`config.mk`:
```
export PLATFORM = sky130hd
export DESIGN_NAME = keypad_entry_scan
export DESIGN_NICKNAME = d
export VERILOG_FILES = /design/src/rtl/keypad_pkg.sv /design/src/rtl/keypad_col_scanner.sv /design/src/rtl/keypad_entry_scan.sv
export SDC_FILE = /design/constraint.sdc
export NUM_CORES = 1
export LEC_CHECK = 0
export ABC_CLOCK_PERIOD_IN_PS = 4000
export CAP_MARGIN = 5
export CORE_MARGIN = 2
export CORE_UTILIZATION = 57
export CTS_BUF_LIST = sky130_fd_sc_hd__clkbuf_8
export CTS_CLUSTER_SIZE = 8
export DETAILED_ROUTE_END_ITERATION = 12
export PLACE_DENSITY_LB_ADDON = 0.15
export SLEW_MARGIN = 20
export SYNTH_ARGS = -nofsm -noshare
export SYNTH_HDL_FRONTEND = slang
export SYNTH_SLANG_ARGS = --single-unit
```
`constraint.sdc`:
```
create_clock -name clk -period 4 [get_ports clk]
set_input_delay 0.8 -clock clk [delete_from_list [all_inputs] [get_ports clk]]
set_output_delay 0.8 -clock clk [all_outputs]
set_load 0.02 [all_outputs]
```
`src/rtl/keypad_pkg.sv`:
```
// keypad_pkg: shared states, keymap and widths for the keypad entry scanner
package keypad_pkg;
  typedef enum logic [1:0] {SCAN, DEBOUNCE, HELD} state_t;
  localparam int ENTRY_W = 16;
  localparam int NIBBLE_W = 4;
  localparam logic [3:0] COL_INIT = 4'b1110;
  localparam logic [63:0] KEYMAP = 64'hDF0E_C987_B654_A321;
  function automatic logic [NIBBLE_W-1:0] keymap(input logic [1:0] row, input logic [1:0] col);
    logic [5:0] idx;
    idx = {row, col, 2'b00};
    return KEYMAP[idx +: NIBBLE_W];
  endfunction
endpackage

```
`src/rtl/keypad_col_scanner.sv`:
```
// keypad_col_scanner: column dwell timer, one-hot-low column drive and row sample strobe
module keypad_col_scanner
  import keypad_pkg::*;
#(
  parameter int SCAN_DELAY = 1024
) (
  input  logic       clk,
  input  logic       rst,
  input  logic       hold,
  output logic [3:0] col_out,
  output logic [1:0] col_idx,
  output logic       strobe
);
  localparam int CW = SCAN_DELAY > 1 ? $clog2(SCAN_DELAY) : 1;
  localparam logic [CW-1:0] LAST = CW'(SCAN_DELAY - 1);
  logic [CW-1:0] dwell_q, dwell_d;
  logic [1:0] idx_q, idx_d;
  logic [3:0] col_q, col_d;
  always_comb begin
    strobe = dwell_q == LAST;
    dwell_d = strobe ? '0 : dwell_q + 1'b1;
    idx_d = (strobe && !hold) ? idx_q + 2'd1 : idx_q;
    col_d = (strobe && !hold) ? {col_q[2:0], col_q[3]} : col_q;
  end
  always_ff @(posedge clk or negedge rst) begin
    if (!rst) begin
      dwell_q <= '0;
      idx_q <= '0;
      col_q <= COL_INIT;
    end else begin
      dwell_q <= dwell_d;
      idx_q <= idx_d;
      col_q <= col_d;
    end
  end
  assign col_out = col_q;
  assign col_idx = idx_q;
endmodule

```
`src/rtl/keypad_entry_scan.sv`:
```
// keypad_entry_scan: 4x4 keypad scan/debounce into a hex entry register with valid/ready commit; KEYPAD_AUTOREPEAT_EN adds auto-repeat
module keypad_entry_scan
  import keypad_pkg::*;
#(
  parameter int SCAN_DELAY = 1024,
  parameter int DEBOUNCE_CNT = 4,
  parameter int REPEAT_SAMPLES = 64
) (
  input  logic        clk,
  input  logic        rst,
  input  logic [3:0]  row_in,
  input  logic        enter,
  input  logic        value_ready,
  output logic [3:0]  col_out,
  output logic        key_valid,
  output logic [3:0]  key_code,
  output logic [15:0] entry,
  output logic [15:0] value_out,
  output logic        value_valid
);
  // one width serves both the debounce and the repeat sample counters
  localparam int CMAX = DEBOUNCE_CNT > REPEAT_SAMPLES ? DEBOUNCE_CNT : REPEAT_SAMPLES;
  localparam int CNW = $clog2(CMAX + 1);
  localparam logic [CNW-1:0] DB_LAST = CNW'(DEBOUNCE_CNT - 1);
  logic [3:0] row_s1_q, row_s2_q, rn;
  logic en_s1_q, en_s2_q, en_prev_q;
  state_t st_q, st_d;
  logic [1:0] row_q, row_d, col_q, col_d, col_idx, enc;
  logic [CNW-1:0] cnt_q, cnt_d;
  logic hold, strobe, acc, rep_fire, commit;
  logic key_valid_q, key_valid_d;
  logic [NIBBLE_W-1:0] key_code_q, key_code_d;
  logic [ENTRY_W-1:0] entry_q, entry_d, value_out_q, value_out_d;
  logic value_valid_q, value_valid_d;
  keypad_col_scanner #(.SCAN_DELAY(SCAN_DELAY)) u_scan (
    .clk(clk), .rst(rst), .hold(hold), .col_out(col_out), .col_idx(col_idx), .strobe(strobe)
  );
  always_comb begin
    rn = ~row_s2_q;
    enc = {rn[3] | rn[2], rn[3] | rn[1]};
    st_d = st_q;
    row_d = row_q;
    col_d = col_q;
    cnt_d = cnt_q;
    acc = 1'b0;
    hold = 1'b1;
    if (strobe) begin
      case (st_q)
        SCAN: begin
          if ($onehot(rn)) begin
            row_d = enc;
            col_d = col_idx;
            acc = DEBOUNCE_CNT == 1;
            st_d = acc ? HELD : DEBOUNCE;
            cnt_d = acc ? '0 : CNW'(1);
          end else hold = 1'b0;
        end
        DEBOUNCE: begin
          if (row_s2_q == ~(4'b0001 << row_q)) begin
            cnt_d = cnt_q + 1'b1;
            if (cnt_q == DB_LAST) begin
              acc = 1'b1;
              st_d = HELD;
              cnt_d = '0;
            end
          end else begin
            st_d = SCAN;
            hold = 1'b0;
          end
        end
        HELD: begin
          acc = rep_fire;
          cnt_d = &row_s2_q ? cnt_q + 1'b1 : '0;
          if (&row_s2_q && cnt_q == DB_LAST) begin
            st_d = SCAN;
            cnt_d = '0;
            hold = 1'b0;
          end
        end
        default: st_d = SCAN;
      endcase
    end
  end
`ifdef KEYPAD_AUTOREPEAT_EN
  localparam logic [CNW-1:0] RP_LAST = CNW'(REPEAT_SAMPLES - 1);
  logic [CNW-1:0] rep_q, rep_d;
  logic same_low;
  always_comb begin
    same_low = st_q == HELD && !row_s2_q[row_q];
    rep_fire = strobe && same_low && rep_q == RP_LAST;
    rep_d = st_q != HELD ? '0 : !strobe ? rep_q : (!same_low || rep_fire) ? '0 : rep_q + 1'b1;
  end
  always_ff @(posedge clk or negedge rst) begin
    if (!rst) rep_q <= '0;
    else rep_q <= rep_d;
  end
`else
  assign rep_fire = 1'b0;
`endif
  always_comb begin
    commit = en_s2_q & ~en_prev_q & ~value_valid_q;
    key_valid_d = acc;
    key_code_d = acc ? keymap(row_d, col_d) : key_code_q;
    entry_d = commit ? (acc ? {{(ENTRY_W-NIBBLE_W){1'b0}}, key_code_d} : '0)
            : acc ? {entry_q[ENTRY_W-NIBBLE_W-1:0], key_code_d} : entry_q;
    value_out_d = commit ? entry_q : value_out_q;
    value_valid_d = commit | (value_valid_q & ~value_ready);
  end
  always_ff @(posedge clk or negedge rst) begin
    if (!rst) begin
      row_s1_q <= 4'hF;
      row_s2_q <= 4'hF;
      en_s1_q <= 1'b0;
      en_s2_q <= 1'b0;
      en_prev_q <= 1'b0;
      st_q <= SCAN;
      row_q <= '0;
      col_q <= '0;
      cnt_q <= '0;
      key_valid_q <= 1'b0;
      key_code_q <= '0;
      entry_q <= '0;
      value_out_q <= '0;
      value_valid_q <= 1'b0;
    end else begin
      row_s1_q <= row_in;
      row_s2_q <= row_s1_q;
      en_s1_q <= enter;
      en_s2_q <= en_s1_q;
      en_prev_q <= en_s2_q;
      st_q <= st_d;
      row_q <= row_d;
      col_q <= col_d;
      cnt_q <= cnt_d;
      key_valid_q <= key_valid_d;
      key_code_q <= key_code_d;
      entry_q <= entry_d;
      value_out_q <= value_out_d;
      value_valid_q <= value_valid_d;
    end
  end
  assign key_valid = key_valid_q;
  assign key_code = key_code_q;
  assign entry = entry_q;
  assign value_out = value_out_q;
  assign value_valid = value_valid_q;
endmodule
```
# Word-level counts from Yosys, hierarchy flattened
# Index checks and enable logic that the tools add are counted.
[totals] ff_bits=78 input_bits=8 wordCells=86
[op_classes] n_shift=2 add_sub_neg=6 bitwise=11 n_eq_ne=10 muxes=31 reduce_logical=9
[op_table] cell="variable part select 64 x 7 -> 4 bit (first input constant)" count=1
[op_table] cell="2-to-1 mux 7 bit" count=5
[op_table] cell="2-to-1 mux 16 bit" count=2
[op_table] cell="one-hot mux 7 bit (3 select lines)" count=1
[op_table] cell="2-to-1 mux 2 bit" count=10
[op_table] cell="AND reduction 4 bit" count=3
[op_table] cell="adder 10 x 1 -> 10 bit (second input constant)" count=1
[op_table] cell="equality test 10 bit (second input constant)" count=1
[op_table] cell="2-to-1 mux 10 bit" count=1
[op_table] cell="2-to-1 mux 1 bit" count=8
[op_table] cell="2-to-1 mux 4 bit" count=2
[op_table] cell="NOT 4 bit" count=2
[op_table] cell="adder 7 x 1 -> 7 bit (second input constant)" count=1
[op_table] cell="equality test 7 x 2 -> 1 bit (second input constant)" count=1
[op_table] cell="!= test 2 bit (second input constant)" count=3
[op_table] cell="one-hot mux 2 bit (3 select lines)" count=1
[op_table] cell="adder 1 x 1 -> 2 bit" count=2
[op_table] cell="equality test 4 bit" count=1
[op_table] cell="<< shifter 1 x 2 -> 4 bit (first input constant)" count=1
[op_table] cell="adder 2 x 2 -> 3 bit" count=1
[op_table] cell="bitwise AND 1 bit" count=3
[op_table] cell="equality test 3 x 1 -> 1 bit (second input constant)" count=1
[op_table] cell="!= test 3 bit (second input constant)" count=1
[op_table] cell="NOT 1 bit" count=3
[op_table] cell="10 further kinds" count=13

# Depth between registers and ports, before layout
[logic_depth] ltp_word=11 ltp_mapped=16 ltp_nobuf=15

# By module
# Synthesis repeated with hierarchy kept, for this count alone.
[hier_totals] hier_cells=363 hier_area_um2=3659.8
[by_module_without_submodules] module="keypad_entry_scan" cells_per_inst=306 seq_area_each_um2=1561.5 area_each_um2=2935.3 n_inst=1
[by_module_without_submodules] module="keypad_col_scanner" cells_per_inst=57 seq_area_each_um2=404.1 area_each_um2=724.4 n_inst=1

# Worst setup path after synthesis
# No wires, ideal clock.
[synth_timing] path_type="register -> register" start="reg row_s2_q[1]" end="reg entry_q[1], in the netlist entry[1]" n_path_buf=1 t_arrival_ns=3.408 t_required_ns=3.857 setup_ns=0.143 path_stages_with_launch=16 setup_slack_ns=0.449 path_cell_list="dfstp_2 fa_1 inv_1 ha_1 ha_1 and4bb_2 and4_1 buf_2 nor2_1 a21o_1 inv_1 ha_1 nand3_1 mux2_2 a2111oi_1 a21oi_1"
[synth_between] elab_chain_cells=11 elab_cells_between_ends=21 classes_between="add/sub: 2; eq/ne: 2; shift: 1; mux: 13; bitwise: 2; reduce/logical: 1"
[synth_rtl] element="start: declaration" line_no="keypad_entry_scan.sv:25" rtl="logic [3:0] row_s1_q, row_s2_q, rn;"
[synth_rtl] element="start signal: assignment" line_no="keypad_entry_scan.sv:127" rtl="row_s2_q <= row_s1_q;"
[synth_rtl] element="NOT 4 bit (*)" line_no="keypad_entry_scan.sv:39" rtl="rn = ~row_s2_q;"
[synth_rtl] element="adder 1 x 1 -> 2 bit (implied by the code) (*)" line_no="keypad_entry_scan.sv:50" rtl="if ($onehot(rn)) begin"
[synth_rtl] element="adder 2 x 2 -> 3 bit (implied by the code) (*)" line_no="keypad_entry_scan.sv:50"
[synth_rtl] element="equality test 3 x 1 -> 1 bit (*)" line_no="keypad_entry_scan.sv:50"
[synth_rtl] element="2-to-1 mux 2 bit (*)" line_no="keypad_entry_scan.sv:50"
[synth_rtl] element="2-to-1 mux 2 bit (*)" line_no="keypad_entry_scan.sv:48" rtl="case (st_q)"
[synth_rtl] element="2-to-1 mux 2 bit (*)" line_no="keypad_entry_scan.sv:47" rtl="if (strobe) begin"
[synth_rtl] element="net col_d[1]" line_no="keypad_entry_scan.sv:28" rtl="logic [1:0] row_q, row_d, col_q, col_d, col_idx, enc;"
[synth_rtl] element="variable part select 64 x 7 -> 4 bit (*)" line_no="keypad_pkg.sv:11" rtl="return KEYMAP[idx +: NIBBLE_W];"
[synth_rtl] element="2-to-1 mux 4 bit (*)" line_no="keypad_entry_scan.sv:103" rtl="key_code_d = acc ? keymap(row_d, col_d) : key_code_q;"
[synth_rtl] element="2-to-1 mux 16 bit / 2-to-1 mux 4 bit (equally long branches)" line_no="keypad_entry_scan.sv:105, keypad_entry_scan.sv:104"
[synth_rtl] element="2-to-1 mux 16 bit (*)" line_no="keypad_entry_scan.sv:104" rtl="entry_d = commit ? (acc ? {{(ENTRY_W-NIBBLE_W){1'b0}}, key_code_d} : '0)"
[synth_rtl] element="end signal: assignment" line_no="keypad_entry_scan.sv:137" rtl="entry_q <= entry_d;"
[synth_rtl] element="end: declaration" line_no="keypad_entry_scan.sv:33" rtl="logic [ENTRY_W-1:0] entry_q, entry_d, value_out_q, value_out_d;"
# The timed path passes the listed nets; every way through them passes the cells marked *. The select of a mux whose other input is x is not followed.
# A chain may end at the register's enable or synchronous reset.

# Final worst setup path
[layout_timing] start="reg row_s2_q[3]" end="reg key_code_q[1], in the netlist key_code[1]"
[layout_between] elab_chain_cells=9 elab_cells_between_ends=18 classes_between="add/sub: 2; eq/ne: 2; shift: 1; mux: 10; bitwise: 3"
[layout_rtl] element="NOT 4 bit" line_no="keypad_entry_scan.sv:39"
[layout_rtl] element="adder 1 x 1 -> 2 bit (implied by the code)" line_no="keypad_entry_scan.sv:50"
[layout_rtl] element="adder 2 x 2 -> 3 bit (implied by the code)" line_no="keypad_entry_scan.sv:50"
[layout_rtl] element="equality test 3 x 1 -> 1 bit" line_no="keypad_entry_scan.sv:50"
[layout_rtl] element="2-to-1 mux 2 bit" line_no="keypad_entry_scan.sv:50"
[layout_rtl] element="2-to-1 mux 2 bit" line_no="keypad_entry_scan.sv:48"
[layout_rtl] element="2-to-1 mux 2 bit" line_no="keypad_entry_scan.sv:47"
[layout_rtl] element="net col_d[1]" line_no="keypad_entry_scan.sv:28"
[layout_rtl] element="variable part select 64 x 7 -> 4 bit" line_no="keypad_pkg.sv:11"
[layout_rtl] element="2-to-1 mux 4 bit" line_no="keypad_entry_scan.sv:103"
[layout_rtl] element="net key_code_d[1]" line_no="keypad_entry_scan.sv:32" rtl="logic [NIBBLE_W-1:0] key_code_q, key_code_d;"
[layout_rtl] element="end signal: assignment" line_no="keypad_entry_scan.sv:136" rtl="key_code_q <= key_code_d;"
[layout_rtl] element="end: declaration" line_no="keypad_entry_scan.sv:32"
# The timed path passes the listed nets, and every way through them passes these cells.

==> run_results.csv <==
group,metric,value,unit
power,p_total,0.001370,W
setup_path,critical_path_class,"flop to flop",
setup_path,rr_startpoint,"row_s2_q[3]$_DFF_PN1_",
global_routing,grt_pass1_wl,13310,um
drt,wl_per_cell,15.06,um
clocking,cts_inserted_buffers,9,
setup_path,cp-startpoint,"row_s2_q[3]$_DFF_PN1_",
drt,totalWireLength,7650,um
clocking,cts_tree,"done",
synthesis,ys_warn_count,0,
power,cell_internal_pwr,0.001039,W
clocking,clk_path_buf_depth,2,
clocking,worstSkewPairLatency,0.35,ns
power,irDropWorstVdd,0.0002616,V
synthesis,ys_seq_area_frac,0.5226,
global_routing,grt-ovfl-total,0,
floorplan,start_util,0.5923,
drt,drt_pre_antenna_iters,4,
clocking,cts_hold_buf,0,
synthesis,synth_fa_ha_area_frac,0.05190,
synthesis,synth_edf_count,0,
sta,hold-worst-slack,0.3502,ns
finish,diodes,0,
drt,ant_nets,0,
sta,worstMarginPinSlew,0.9968,ns
synthesis,synthArstFlopShare,1.000,
sta,fin_skew,0.01339,ns
setup_path,critPathRequiredTime,4.23,ns
sta,rsz0062_at_grt,"false",
clocking,clockRootBuffer,"clkbuf_8",
power,clkPwrFrac,0.368,
setup_path,arrival,3.87,ns
placed_design,place.gp.congestion,0.8918,
finish,finish.utilization,0.7060,
drt,via_count,2825,
setup_path,cp_max_fo,8,
synthesis,ys_types,56,
synthesis,syn-num-nets,398,
synthesis,synth_mux_area_frac,0.05123,
finish,drive_gt1_frac,0.1346,
synthesis,synth-main-ff-cell,"dfrtp_1",
floorplan,dieArea,7264,sq um
clocking,cts_num_sinks,78,
setup_path,end_kind,"flop",
sta,post-route-period-util,0.9113,
synthesis,synth_seq_cells,78,
floorplan,pin_count,50,
drt,viasPerCell,5.561,
sta,max_freq,274.3,MHz
power,pwr-share-comb,0.044,
sta,hold_viol,0,
finish,register_area,1966,sq um
min_path,min_path_type,"flop to flop",
power,power_switching,0.0003312,W
floorplan,die_w,85.23,um
placed_design,hpwl,5279,um
drt,drc_errors,0,
power,p_sw_frac,0.2417,
min_path,hold_start,"en_s1_q$_DFF_PN0_",
power,p_leak,2.091,nW
finish,area_delta_synth_final,19.19,%
finish,fillers,478,
floorplan,core,6350,sq um
finish,multi_input_area,1670,sq um
placed_design,io_buffers,49,
power,powerDensity,305.6,nW/um^2
sta,maxSlewViolCount,0,
synthesis,synth.avg_cell_area,10.03,sq um
clocking,htree_levels,3,
synthesis,synthesis.area,3761,sq um
synthesis,synth_compound_area_frac,0.09182,
flow_run,maxCapViolations,0,
finish,nNetsFinal,449,
global_routing,grt_max_degree,79,
sta,tns,0,ns
synthesis,synth_top_family_by_area,"simple AND/OR/NAND/NOR gates",
synthesis,syn_inst,375,
global_routing,antenna_found_initial,0,
synthesis,synthXorXnorAreaFrac,0.02096,
sta,setup_violations,0,
drt,drtIter0Drc,175,
power,p_seq_frac,0.588,
floorplan,chipHeight,85.23,um
clocking,clk_pin_slew_worst_paths,0.08,ns
run_status,outcome,"completed",
synthesis,synthSimpleGateAreaFrac,0.2269,
sta,slew_headroom,0.3355,
global_routing,grtUsageTotal,0.2300,
sta,period_needed,3.645,ns
global_routing,grt_pass1_vias,2791,
floorplan,row_count,29,
setup_path,critPathLaunchType,"flop",
## area by class of cell
| cell class | count | area share |
|---|---|---|
| flip-flops and latches | 78 | 0.4385 |
| multi-input cells | 268 | 0.3726 |
| repair buffers | 55 | 0.1189 |
| clock buffers | 9 | 0.02763 |
| well taps | 77 | 0.02149 |
| inverters | 14 | 0.01172 |
| clock inverters | 7 | 0.009210 |
## through the flow
step	setup slack [ns]	cells	cell area, sq um
CTS	0.2057	505	4456
global route	0.04269	508	4483
global placement	0.3415	489	4290
finish	0.3549	508	4483
floorplan	0.4494	375	3761
detailed placement	0.2379	489	4290
## worst paths after layout
check / end / slack [ns] / cells after the start
worst max-delay path: key_code[1]$_DFF_PN0_ / 0.35 / 15
worst min-delay path: en_s2_q$_DFF_PN0_ / 0.35 / 0
worst max register to register: key_code[1]$_DFF_PN0_ / 0.35 / 15
worst min register to register: en_s2_q$_DFF_PN0_ / 0.35 / 0
max in group asynchronous: u_scan.dwell_q[2]$_DFF_PN0_ / 2.79 / 1
min in group asynchronous: cnt_q[2]$_DFFE_PN0P_ / 0.58 / 1
## Yosys cell counts (all sizes together) (2+ instances only)
library cell,number,share of area
and2,4,0.0067
nand2,93,0.093
and3,8,0.013
nand3b,2,0.0040
nand3,17,0.025
inv,14,0.014
nand4,3,0.0050
a21o,2,0.0040
and4,4,0.010
buf,8,0.014
o31ai,11,0.022
mux2,10,0.030
xnor2,4,0.0093
a21oi,18,0.025
nand2b,4,0.0067
mux2i,8,0.021
ha,14,0.047
clkbuf,7,0.0070
nor2b,2,0.0033
dfstp,11,0.077
xor2,5,0.012
or4,2,0.0050
nor2,23,0.024
o21ai,10,0.013
dfrtp,67,0.45
or3,3,0.0063
nor3,4,0.0093
## sequential cells by signal, summed over array words and instances, names as in the netlist, 4 cells and up
register / flops
row_s1_q: 4
entry: 16
value_out: 16
key_code: 4
u_scan.dwell_q: 10
row_s2_q: 4
cnt_q: 7
u_scan.col_out: 4
## power by group through the flow
stage	Sequential (W)	Clock [W]	Combinational, W
floorplan	0.000819	0	0.0000298
global placement	0.000821	0	0.0000574
detailed placement	0.000821	0	0.0000588
CTS	0.000806	0.000513	0.0000589
global route	0.000807	0.000548	0.0000686
finish	0.000806	0.000504	0.0000601
## what timing repair did
item                                    4_1_cts  5_1_grt
endpoints found under the setup margin        0        2
hold endpoints to repair                      0        0
buffers inserted                              0        3
gates resized for setup                       0        1
## per-layer routing
metal	part of all wire	vias to the layer above	GRT usage	routed length (um)
li1	-	1374	-	-
met3	0.040	12	0.04086	306
met2	0.46	58	0.3388	3501
met4	0.017	0	0.09091	129
met5	0	-	0	0
met1	0.49	1381	0.3414	3713
## critical path: stages (launching register included)
cell and delay, ns:
dfstp_2 0.63, fa_1 0.43, inv_1 0.07, ha_1 0.14, ha_1 0.23, and4bb_2 0.33, and4_1 0.28, buf_4 0.20
a21o_1 0.19, inv_1 0.09, ha_1 0.18, inv_1 0.06, mux2i_1 0.06, and3_1 0.20, a2111oi_2 0.38, nor2_1 0.08
## placed cells by master, fill, tap and decap left out, types with 9 or more instances in the layout
cell	n
nand2_1	93
inv_1	15
a21oi_1	17
dfstp_2	11
clkdlybuf4s50_1	48
clkbuf_8	9
o31ai_1	11
ha_1	14
nand3_1	15
nor2_1	22
mux2_2	9
o21ai_0	9
dfrtp_1	67
## cells by family after synthesis
group,after synthesis
AOI/OAI and AO/OA,52
xor gates and xnor gates,9
buffers and inverters,29
muxes,18
adders and majority gates,15
and+or+nand+nor,174
DFF,78
Note: power is estimated with default switching activity, not from simulation.
